--- config.mk ---
export PLATFORM = sky130hd
export DESIGN_NAME = cache_ctrl_wb
export DESIGN_NICKNAME = d
export VERILOG_FILES = /design/src/rtl/cache_ctrl_wb.sv
export SDC_FILE = /design/constraint.sdc
export NUM_CORES = 1
export LEC_CHECK = 0
export BUFFER_PORTS_ARGS = -buffer_cell sky130_fd_sc_hd__buf_2
export CAP_MARGIN = 20
export CORE_MARGIN = 4
export CORE_UTILIZATION = 50
export CTS_CLUSTER_SIZE = 30
export DETAILED_ROUTE_END_ITERATION = 10
export PLACE_DENSITY_LB_ADDON = 0.08
export SLEW_MARGIN = 30
export SYNTH_ARGS = -nofsm -noshare
export SYNTH_HDL_FRONTEND = slang
export SYNTH_SLANG_ARGS = --single-unit
--- constraint.sdc ---
create_clock -name CLK -period 2.2 [get_ports CLK]
set_input_delay 0.11 -clock CLK [delete_from_list [all_inputs] [get_ports CLK]]
set_output_delay 0.11 -clock CLK [all_outputs]
set_load 0.1 [all_outputs]
--- src/rtl/cache_ctrl_wb.sv ---
// -----------------------------------------------------------------------------
// cache_ctrl_wb
// Control FSM for a set-associative write-back cache with tree pseudo-LRU
// replacement. The tag/data arrays live outside this block; it decides hit
// handling, victim selection, writeback and refill bursts, and the tag update.
//
// Ports
//   CLK, reset            clock, synchronous active-high reset
//   rden, wen             CPU read / write request (both high = write)
//   set_idx               set of the current request
//   hit, hit_way          tag compare result for set_idx
//   line_valid/dirty      valid / dirty bits of the addressed set
//   mem_ready             memory accepted/returned the current beat
//   stall                 CPU must hold its request
//   victim_way            way chosen for writeback/refill
//   mem_rd, mem_wr        refill read / writeback burst active
//   beat                  current beat index within the burst
//   fill_we               write returned beat into data[victim_way][beat]
//   tag_we                write tag, set valid, clear dirty for victim_way
//   dirty_set             mark hit_way dirty
//   done                  one-cycle pulse on request completion
// -----------------------------------------------------------------------------
module cache_ctrl_wb #(
  parameter int WAYS  = 2,
  parameter int SETS  = 16,
  parameter int BEATS = 4,
  localparam int WAY_W  = (WAYS > 1) ? $clog2(WAYS) : 1,
  localparam int SET_W  = $clog2(SETS),
  localparam int BEAT_W = $clog2(BEATS)
) (
  input  logic              CLK,
  input  logic              reset,
  input  logic              rden,
  input  logic              wen,
  input  logic [SET_W-1:0]  set_idx,
  input  logic              hit,
  input  logic [WAY_W-1:0]  hit_way,
  input  logic [WAYS-1:0]   line_valid,
  input  logic [WAYS-1:0]   line_dirty,
  input  logic              mem_ready,
  output logic              stall,
  output logic [WAY_W-1:0]  victim_way,
  output logic              mem_rd,
  output logic              mem_wr,
  output logic [BEAT_W-1:0] beat,
  output logic              fill_we,
  output logic              tag_we,
  output logic              dirty_set,
  output logic              done
);

  localparam int LOG_W  = $clog2(WAYS);
  localparam int PLRU_W = (WAYS > 1) ? WAYS - 1 : 1;

  typedef enum logic [2:0] {IDLE, COMPARE, WRITEBACK, REFILL, UPDATE} state_e;

  state_e              state_q, state_d;
  logic [SET_W-1:0]    set_q, set_d;
  logic                is_write_q, is_write_d;
  logic [WAY_W-1:0]    victim_q, victim_d;
  logic [BEAT_W-1:0]   beat_q, beat_d;

  logic                plru_we;
  logic [WAY_W-1:0]    plru_way;
  logic [WAY_W-1:0]    plru_victim;

  // Tree nodes are heap-ordered (node n has children 2n+1 / 2n+2); a node bit
  // of 0 steers the victim search into the left subtree.
  function automatic logic [WAY_W-1:0] plru_pick(input logic [PLRU_W-1:0] t);
    logic [WAY_W-1:0]  w;
    logic [PLRU_W-1:0] sh;
    int                node;
    w    = '0;
    node = 0;
    for (int l = 0; l < LOG_W; l++) begin
      sh   = t >> node;
      w    = (w << 1) | WAY_W'(sh[0]);
      node = 2 * node + 1 + (sh[0] ? 1 : 0);
    end
    return w;
  endfunction

  // Point every node on the path to way w away from w.
  function automatic logic [PLRU_W-1:0] plru_touch(input logic [PLRU_W-1:0] t,
                                                   input logic [WAY_W-1:0]  w);
    logic [PLRU_W-1:0] r;
    logic [WAY_W-1:0]  sw;
    int                node;
    r    = t;
    node = 0;
    for (int l = 0; l < LOG_W; l++) begin
      sw   = w >> (LOG_W - 1 - l);
      r    = sw[0] ? (r & ~(PLRU_W'(1) << node)) : (r | (PLRU_W'(1) << node));
      node = 2 * node + 1 + (sw[0] ? 1 : 0);
    end
    return r;
  endfunction

  // Lowest-index invalid way; MSB of the result flags that one exists.
  function automatic logic [WAY_W:0] find_invalid(input logic [WAYS-1:0] v);
    logic [WAY_W:0]  r;
    logic [WAYS-1:0] vs;
    r = '0;
    for (int i = WAYS - 1; i >= 0; i--) begin
      vs = v >> i;
      if (!vs[0]) r = {1'b1, WAY_W'(i)};
    end
    return r;
  endfunction

  function automatic logic needs_writeback(input logic [WAYS-1:0]  v,
                                           input logic [WAYS-1:0]  d,
                                           input logic [WAY_W-1:0] w);
    logic [WAYS-1:0] dv;
    dv = (v & d) >> w;
    return dv[0];
  endfunction

  generate
    if (WAYS > 1) begin : g_plru
      logic [PLRU_W-1:0] plru_q [SETS];

      always_ff @(posedge CLK) begin
        if (reset) begin
          for (int s = 0; s < SETS; s++) plru_q[s] <= '0;
        end else if (plru_we) begin
          plru_q[set_q] <= plru_touch(plru_q[set_q], plru_way);
        end
      end

      assign plru_victim = plru_pick(plru_q[set_q]);
    end else begin : g_no_plru
      assign plru_victim = '0;
    end
  endgenerate

  always_ff @(posedge CLK) begin
    if (reset) begin
      state_q  <= IDLE;
      victim_q <= '0;
      beat_q   <= '0;
    end else begin
      state_q  <= state_d;
      victim_q <= victim_d;
      beat_q   <= beat_d;
    end
  end

  // Request capture is datapath only; its value is irrelevant while IDLE.
  always_ff @(posedge CLK) begin
    set_q      <= set_d;
    is_write_q <= is_write_d;
  end

  always_comb begin
    logic [WAY_W:0] inv;
    state_d    = state_q;
    set_d      = set_q;
    is_write_d = is_write_q;
    victim_d   = victim_q;
    beat_d     = beat_q;
    stall      = 1'b0;
    mem_rd     = 1'b0;
    mem_wr     = 1'b0;
    fill_we    = 1'b0;
    tag_we     = 1'b0;
    dirty_set  = 1'b0;
    done       = 1'b0;
    plru_we    = 1'b0;
    plru_way   = hit_way;
    inv        = find_invalid(line_valid);

    unique case (state_q)
      IDLE: begin
        if (rden || wen) begin
          set_d      = set_idx;
          is_write_d = wen;
          state_d    = COMPARE;
        end
      end
      COMPARE: begin
        if (hit) begin
          done      = 1'b1;
          dirty_set = is_write_q;
          plru_we   = 1'b1;
          state_d   = IDLE;
        end else begin
          stall    = 1'b1;
          victim_d = inv[WAY_W] ? inv[WAY_W-1:0] : plru_victim;
          beat_d   = '0;
          state_d  = needs_writeback(line_valid, line_dirty, victim_d) ? WRITEBACK : REFILL;
        end
      end
      WRITEBACK: begin
        stall  = 1'b1;
        mem_wr = 1'b1;
        if (mem_ready) begin
          beat_d = beat_q + BEAT_W'(1);
          if (beat_q == BEAT_W'(BEATS - 1)) state_d = REFILL;
        end
      end
      REFILL: begin
        stall   = 1'b1;
        mem_rd  = 1'b1;
        fill_we = mem_ready;
        if (mem_ready) begin
          beat_d = beat_q + BEAT_W'(1);
          if (beat_q == BEAT_W'(BEATS - 1)) state_d = UPDATE;
        end
      end
      UPDATE: begin
        stall    = 1'b1;
        tag_we   = 1'b1;
        plru_we  = 1'b1;
        plru_way = victim_q;
        state_d  = COMPARE;
      end
      default: state_d = IDLE;
    endcase
  end

  assign victim_way = victim_q;
  assign beat       = beat_q;

endmodule

Word-level counts from Yosys, hierarchy flattened
Memory sizes are Yosys's and may differ from the RTL's. A register that Yosys moved wholly into a read port is not among the register bits. Index checks and enable logic that the tools add are counted.

Add/sub/neg operators: 1. Eq/ne operators: 12. Shift-type cells: 1. Mux-type cells: 36. Bitwise operators: 2. Reduce and logical (&&, ||, !) cells: 10.

Operators with widths (count): two-way mux 1 bit (20); two-way mux 3 bit (5); one-hot mux 3 bit (5 select lines) (1); inequality test 2 bit, second input constant (6); two-way mux 2 bit (5); two-way mux 4 bit (2); equality test 3 x 2 -> 1 bit, second input constant (2); AND reduction 5 bit (1); one-hot mux 1 bit (2 select lines) (2); one-hot mux 2 bit (2 select lines) (1); AND reduction 2 bit (2); equality test 3 x 1 -> 1 bit, second input constant (1); equality test 3 bit, second input constant (1); logical NOT 3 bit (1); AND reduction 3 bit (1); OR reduction 3 bit (1); adder 2 x 1 -> 2 bit, second input constant (1); bitwise AND 2 bit (1); equality test 2 bit, second input constant (1); inequality test 2 x 1 -> 1 bit, second input constant (1); nonzero test 2 bit (1); OR reduction 2 bit (1); right shift 2 x 1 -> 1 bit (1); logical OR 1 bit (1); 2 further kinds (2).

Bits in registers: 11. RAM bits: 16. Word-level logic and storage cells: 68. Memories kept: 1.

Memory list: g_plru.plru_q (depth 16, width 1, rd ports 1, clocked after Yosys merged registers in 1, write ports 16, line 121) `logic [PLRU_W-1:0] plru_q [SETS];`.

Logic depth before layout (Yosys ltp)
Gate-level depths: netlist of the first run.

Depth in word-level cells: 7. Mapped depth: 6.

Worst setup path after synthesis of the first run
No wires, ideal clock.

Path type: register to output. Start point: reg state_q[0]. End point: out stall. Data arrival time: 3.816 ns. Slack: -1.726 ns. Cell stages (with the launch flop): 4. Cell sequence: dfxtp_1 > buf_2 > nor3b_1 > o21bai_1.

Cells in the longest elaborated chain, start to end: 3. Elaborated cells on any way between the ends: 6. Those cells by class: eq/ne: 4; mux: 1; reduce/logical: 1.

RTL lines: start, declared (line 57) `state_e state_q, state_d;`; start signal, assigned (line 143) `state_q <= state_d;`; equality test 3 x 2 -> 1 bit / equality test 3 bit (equally long branches) (line 173) `unique case (state_q)`; OR reduction 3 bit (no source line); one-hot mux 1 bit (2 select lines) (*) (line 173); end, declared (line 41) `output logic stall,`.

Mark *: on every way between the ends. The rest lies on a longest branch, timed or not.

==> flow_metrics.env, run 1 <==
export IMPL_outcome="completed"
export IMPL_finalClockSkew_ns=0.00700
export IMPL_antennaDiodeCount=0
export IMPL_drive_above_1_share=0.225
export IMPL_max_cap_viol_count=0
export IMPL_timing_rr_start="state_q[2]"
export IMPL_boundaryPins=25
export IMPL_cts_made_buffers=5
export IMPL_pwr_share_seq=0.428
export IMPL_grt_ovfl_total=0
export IMPL_first_pass_iters=4
export IMPL_cp_max_fo=11
export IMPL_p_leak_nw=0.749
export IMPL_r2r_slack_ns=0.27
export IMPL_power_internal_mw=1.16
export IMPL_multi_input_area_sq_um=724
export IMPL_timing_final_crit_period_ns=1.93
export IMPL_postLayoutCoreUtil=0.609
export IMPL_grt_pass1_wl_um=5800
export IMPL_synth_avg_cell_area_sq_um=10.4
export IMPL_p_comb_frac=0.403
export IMPL_switchingPower_mw=0.895
export IMPL_row_count=20
export IMPL_routed_via_count=1233
export IMPL_ys_types=35
export IMPL_yosysWarnings=0
export IMPL_postRouteAntennaNets=0
export IMPL_cts_htree_levels=2
export IMPL_die_h_um=64.3
export IMPL_syn_to_final_growth_pct=17.2
export IMPL_fill_cells=289
export IMPL_syn_area_sq_um=1590
export IMPL_antenna_found_initial=0
export IMPL_path_cells="mux2i_1, nor3_2, or3b_1, o31ai_4"
export IMPL_cts_path_max_buffers=2
export IMPL_dp_hpwl_um=2520
export IMPL_cp_end_kind="register"
export IMPL_track_usage=0.185
export IMPL_critPathBufInv=0
export IMPL_io_buffer_count=24
export IMPL_timing_rr_end="g_plru.plru_q[0]"
export IMPL_drt_initial_drc_count=54
export IMPL_hold_violations=0
export IMPL_setup_viol=0
export IMPL_via_per_inst=5.46
export IMPL_regArea_sq_um=831
export IMPL_worstPathRequired_ns=2.23
export IMPL_path_class="reg -> reg"
export IMPL_power_density_nw_per_um2=1100
export IMPL_netlist_instances=152
export IMPL_start_util=0.520
export IMPL_dieWidth_um=64.3
export IMPL_period_share=0.878
export IMPL_coreArea_sq_um=3050
export IMPL_wire_per_inst_um=14.5
export IMPL_power_share_clock=0.169
export IMPL_placed_area_sq_um=1750
export IMPL_peakVddDrop_mv=0.607
export IMPL_path_delay_family="simple AND/OR/NAND/NOR gates"
export IMPL_cts_sink_count=31
export IMPL_reg2reg_depth=4
export IMPL_cpPeakStageDelay_ns=0.54
export IMPL_finalNetCount=197
export IMPL_cts_tree="built"
export IMPL_clk_latency_ns=0.33
export IMPL_switching_share=0.436
export IMPL_min_delay_path_depth=3
export IMPL_drcViolationCount=0
export IMPL_design_area_sq_um=1860
export IMPL_cts_root_buffer="clkbuf_4"
export IMPL_power_mw=2.05
export IMPL_wl_um=3280
export IMPL_cts_reportedPaths_clkPinSlew_ns=0.10
export IMPL_dieArea_sq_um=4140
export IMPL_relSlewSlack=0.676
export IMPL_max_freq_mhz=518
export IMPL_gp_congestion=0.777
export IMPL_first_global_vias=1224
export IMPL_slew_violations=0
export IMPL_hp_start="line_valid[0]"
export IMPL_grt_max_degree=17
export IMPL_min_path_type="in -> reg"
export IMPL_cts_resized=0
export IMPL_synth_fp_nets=168
export IMPL_grt_setup_unrepaired="false"
export IMPL_critPathSlowestCell="dfxtp_1"
export IMPL_tightest_slew_ns=0.490
export IMPL_seq_area_frac_synth=0.524
export IMPL_min_to="victim_way"
export IMPL_critPathArrivalTime_ns=1.96
export IMPL_setup_tns_ns=0
export IMPL_synth_seq_cells=31
export IMPL_cp_start_kind="register"
## metal layers
layer,wire [um],track usage,part of all wire
met4,48,0.0633,0.015
met5,0,0,0
met1,1410,0.228,0.43
met2,1640,0.309,0.50
met3,181,0.0527,0.055
## cells in the mapped netlist (all sizes together)
master | instances | area (sq um)
and2b | 1 | 7.51
o2111ai | 2 | 17.5
nor2 | 25 | 93.8
nand2b | 7 | 43.8
mux4 | 4 | 97.6
or3b | 1 | 8.76
edfxtp | 21 | 631
nor3 | 1 | 10.0
and2 | 3 | 18.8
a21oi | 6 | 30.0
o211a | 1 | 10.0
o21ai | 12 | 60.1
and3 | 3 | 18.8
clkbuf | 3 | 11.3
mux2i | 7 | 70.1
or4 | 1 | 7.51
o31ai | 4 | 43.8
o211ai | 1 | 7.51
inv | 3 | 11.3
o21bai | 1 | 7.51
a22oi | 2 | 15.0
nand3b | 2 | 15.0
nor3b | 2 | 15.0
nand3 | 2 | 10.0
dfxtp | 10 | 200
nor2b | 3 | 18.8
ha | 1 | 12.5
nand2 | 18 | 67.6
buf | 5 | 26.3
## layout by cell type, fill, tap and decap left out, types with 2 or more instances in the layout
cell           netlist  routed
o21ai_0              9       9
mux4_1               2       2
inv_1                2       2
and2_1               3       2
nor2b_1              3       3
a22oi_1              2       2
clkbuf_4             0       5
nand3_1              2       2
o31ai_1              3       3
nand2_1             18      18
edfxtp_1            21      21
nand3b_1             2       2
o2111ai_1            2       2
nand2b_1             7       7
mux4_2               2       2
dlygate4sd3_1        0       5
a21oi_1              6       6
buf_2                3      24
dfxtp_1             10      10
o21ai_1              3       3
and3_1               3       2
nor2_1              25      25
mux2i_1              7       7
## stage by stage
| stage | hold slack [ns] | worst slack (ns) | cells |
|---|---|---|---|
| detailed placement | 0.303 | 0.307 | 213 |
| global placement | 0.301 | 0.373 | 213 |
| finish | 0.0818 | 0.268 | 226 |
| floorplan | 0.209 | 0.0501 | 152 |
| CTS | 0.0767 | 0.255 | 226 |
| global route | 0.0780 | 0.127 | 226 |
## tightest hold or removal path, stage by stage
cell	delay (ns)
buf_2	0.11
o2111ai_1	0.08
a21oi_1	0.07
## power by group through the flow
stage	clock, mW	combinational, mW	sequential (mW)
global route	0.400	0.901	0.895
global placement	0	0.802	0.885
CTS	0.349	0.832	0.879
finish	0.347	0.827	0.879
floorplan	0	0.698	0.844
detailed placement	0	0.823	0.892
## final cells by class
type	instances	share of cell area
Clock inverter	1	0.00269
Multi-Input combinational cell	110	0.390
Inverter	3	0.00606
Timing Repair Buffer	30	0.0956
Clock buffer	7	0.0296
Sequential cell	31	0.447
Tap cell	44	0.0296
## logic make-up after synthesis
kind of cell / share of synthesized area
AOI/OAI and AO/OA: 0.121
adders and majority gates: 0.00789
buffers and inverters: 0.0308
DFF: 0.524
muxes: 0.106
and+or+nand+nor: 0.211
## how the worst max path moves through the flow
stage | from | slack [ns] | cells past startpoint | to
finish | state_q[2] | 0.27 | 4 | g_plru.plru_q[0]
global route | state_q[1] | 0.13 | 4 | dirty_set
CTS | state_q[1] | 0.25 | 4 | dirty_set
detailed placement | state_q[2] | 0.31 | 4 | g_plru.plru_q[0]
global placement | state_q[2] | 0.37 | 4 | g_plru.plru_q[0]
floorplan | state_q[0] | 0.05 | 5 | g_plru.plru_q[12]
## timing repair
action | CTS | global route
hold endpoints to repair | 7 | 0
hold buffers | 5 | 0
buffers inserted | 0 | 0
Power figures use the tool's default switching activity.
==> run 2: changes to the inputs <==
--- a/config.mk
+++ b/config.mk
@@ -9,6 +9,7 @@
 export CAP_MARGIN = 20
 export CORE_MARGIN = 4
 export CORE_UTILIZATION = 50
+export CTS_BUF_LIST = sky130_fd_sc_hd__clkbuf_4
 export CTS_CLUSTER_SIZE = 30
 export DETAILED_ROUTE_END_ITERATION = 10
 export PLACE_DENSITY_LB_ADDON = 0.08
==> flow_metrics.env, run 2 (synthesis gave the netlist of run 1 again) <==
export IMPL_postLayoutCoreUtil=0.607
export IMPL_cts_sink_count=31
export IMPL_start_util=0.520
export IMPL_postRouteAntennaNets=0
export IMPL_coreArea_sq_um=3050
export IMPL_first_global_vias=1228
export IMPL_finalNetCount=197
export IMPL_min_path_type="in -> reg"
export IMPL_r2r_slack_ns=0.27
export IMPL_instances_no_fill=226
export IMPL_hold_violations=0
export IMPL_dp_cells=213
export IMPL_grt_max_degree=17
export IMPL_syn_to_final_growth_pct=16.8
export IMPL_grt_ovfl_total=0
export IMPL_drive_above_1_share=0.225
export IMPL_power_density_nw_per_um2=1090
export IMPL_row_count=20
export IMPL_grt_pass1_wl_um=5780
export IMPL_power_mw=2.02
export IMPL_design_area_sq_um=1850
export IMPL_antenna_found_initial=0
export IMPL_max_cap_viol_count=0
export IMPL_finalClockSkew_ns=0.0128
export IMPL_worstPathRequired_ns=2.09
export IMPL_outcome="completed"
export IMPL_setup_tns_ns=0
export IMPL_wire_per_inst_um=14.4
export IMPL_gp_congestion=0.777
export IMPL_antennaDiodeCount=0
export IMPL_drcViolationCount=0
export IMPL_io_buffer_count=24
export IMPL_relSlewSlack=0.676
export IMPL_clk_latency_ns=0.33
export IMPL_path_class="reg -> out"
export IMPL_cts_resized=0
export IMPL_drt_initial_drc_count=65
export IMPL_layout_common_cells="nor2_1, buf_2, edfxtp_1"
export IMPL_slew_violations=0
export IMPL_final_common_cell="nor2_1"
export IMPL_max_freq_mhz=515
export IMPL_critPathArrivalTime_ns=1.83
export IMPL_timing_final_crit_period_ns=1.94
export IMPL_dp_hpwl_um=2520
export IMPL_cts_made_buffers=5
export IMPL_cts_tree="built"
export IMPL_wl_um=3260
export IMPL_cts_root_buffer="clkbuf_4"
export IMPL_placed_area_sq_um=1750
export IMPL_cts_path_max_buffers=2
export IMPL_track_usage=0.184
export IMPL_routed_via_count=1240
export IMPL_setup_viol=0
export IMPL_tightest_slew_ns=0.490
export IMPL_first_pass_iters=4
export IMPL_cp_max_fo=13
export IMPL_boundaryPins=25
export IMPL_peakVddDrop_mv=0.606
export IMPL_die_h_um=64.3
export IMPL_dieWidth_um=64.3
export IMPL_dieArea_sq_um=4140
export IMPL_grt_setup_unrepaired="false"
export IMPL_p_leak_nw=0.746
export IMPL_cp_start_kind="register"
export IMPL_cts_reportedPaths_clkPinSlew_ns=0.09
export IMPL_via_per_inst=5.49
export IMPL_cts_htree_levels=2
export IMPL_period_share=0.883
export IMPL_cp_end_kind="output port"
run 2: changes by cell type in the layout (fill, tap and decap cells not counted), sizes merged:
cell	delta
clkbuf	-1
clkinv	+1
run 2: critical path: stages, from the launching register on:
cell and delay [ns]:
dfxtp_1 0.45, nor2_1 0.28, and3_2 0.23, and2_2 0.13, buf_2 0.41
run 2: power breakdown:
| group | leakage [nW] | switching, mW | internal, mW |
|---|---|---|---|
| clock network | 0.0331 | 0.187 | 0.132 |
| logic | 0.417 | 0.559 | 0.268 |
| registers | 0.296 | 0.143 | 0.735 |
run 2: layout make-up:
class	instances	area, sq um
Fill cell	289	1200
Sequential cell	31	831
Multi-Input combinational cell	110	724
Timing Repair Buffer	30	178
Tap cell	44	55.1
Clock buffer	6	45.0
Inverter	3	11.3
Clock inverter	2	8.76
run 2: worst paths after layout:
| kind | endpoint | start | cells after the start |
|---|---|---|---|
| hold reg to reg | victim_way | victim_way | 2 |
| setup / recovery | dirty_set | state_q[1] | 4 |
| hold / removal | victim_way | line_valid[0] | 3 |
| setup reg to reg | g_plru.plru_q[0] | state_q[2] | 4 |
run 2: timing repair:
item                                    CTS  global route
endpoints found under the hold margin     7             0
setup buffers                             0             0
hold buffers                              5             0
endpoints found under the setup margin    0             0
run 2: stage by stage:
step | hold WS, ns | setup WS [ns]
2_1_floorplan | 0.209 | 0.0501
3_3_place_gp | 0.301 | 0.373
3_5_place_dp | 0.303 | 0.307
4_1_cts | 0.0820 | 0.254
5_1_grt | 0.0826 | 0.126
6_report | 0.0930 | 0.257
run 2: per-layer routing:
layer | vias to the layer above | wire [um] | track usage
li1 | 606 | - | -
met1 | 593 | 1390 | 0.224
met2 | 35 | 1650 | 0.312
met5 | - | 0 | 0
met4 | 0 | 48 | 0.0633
met3 | 6 | 174 | 0.0527
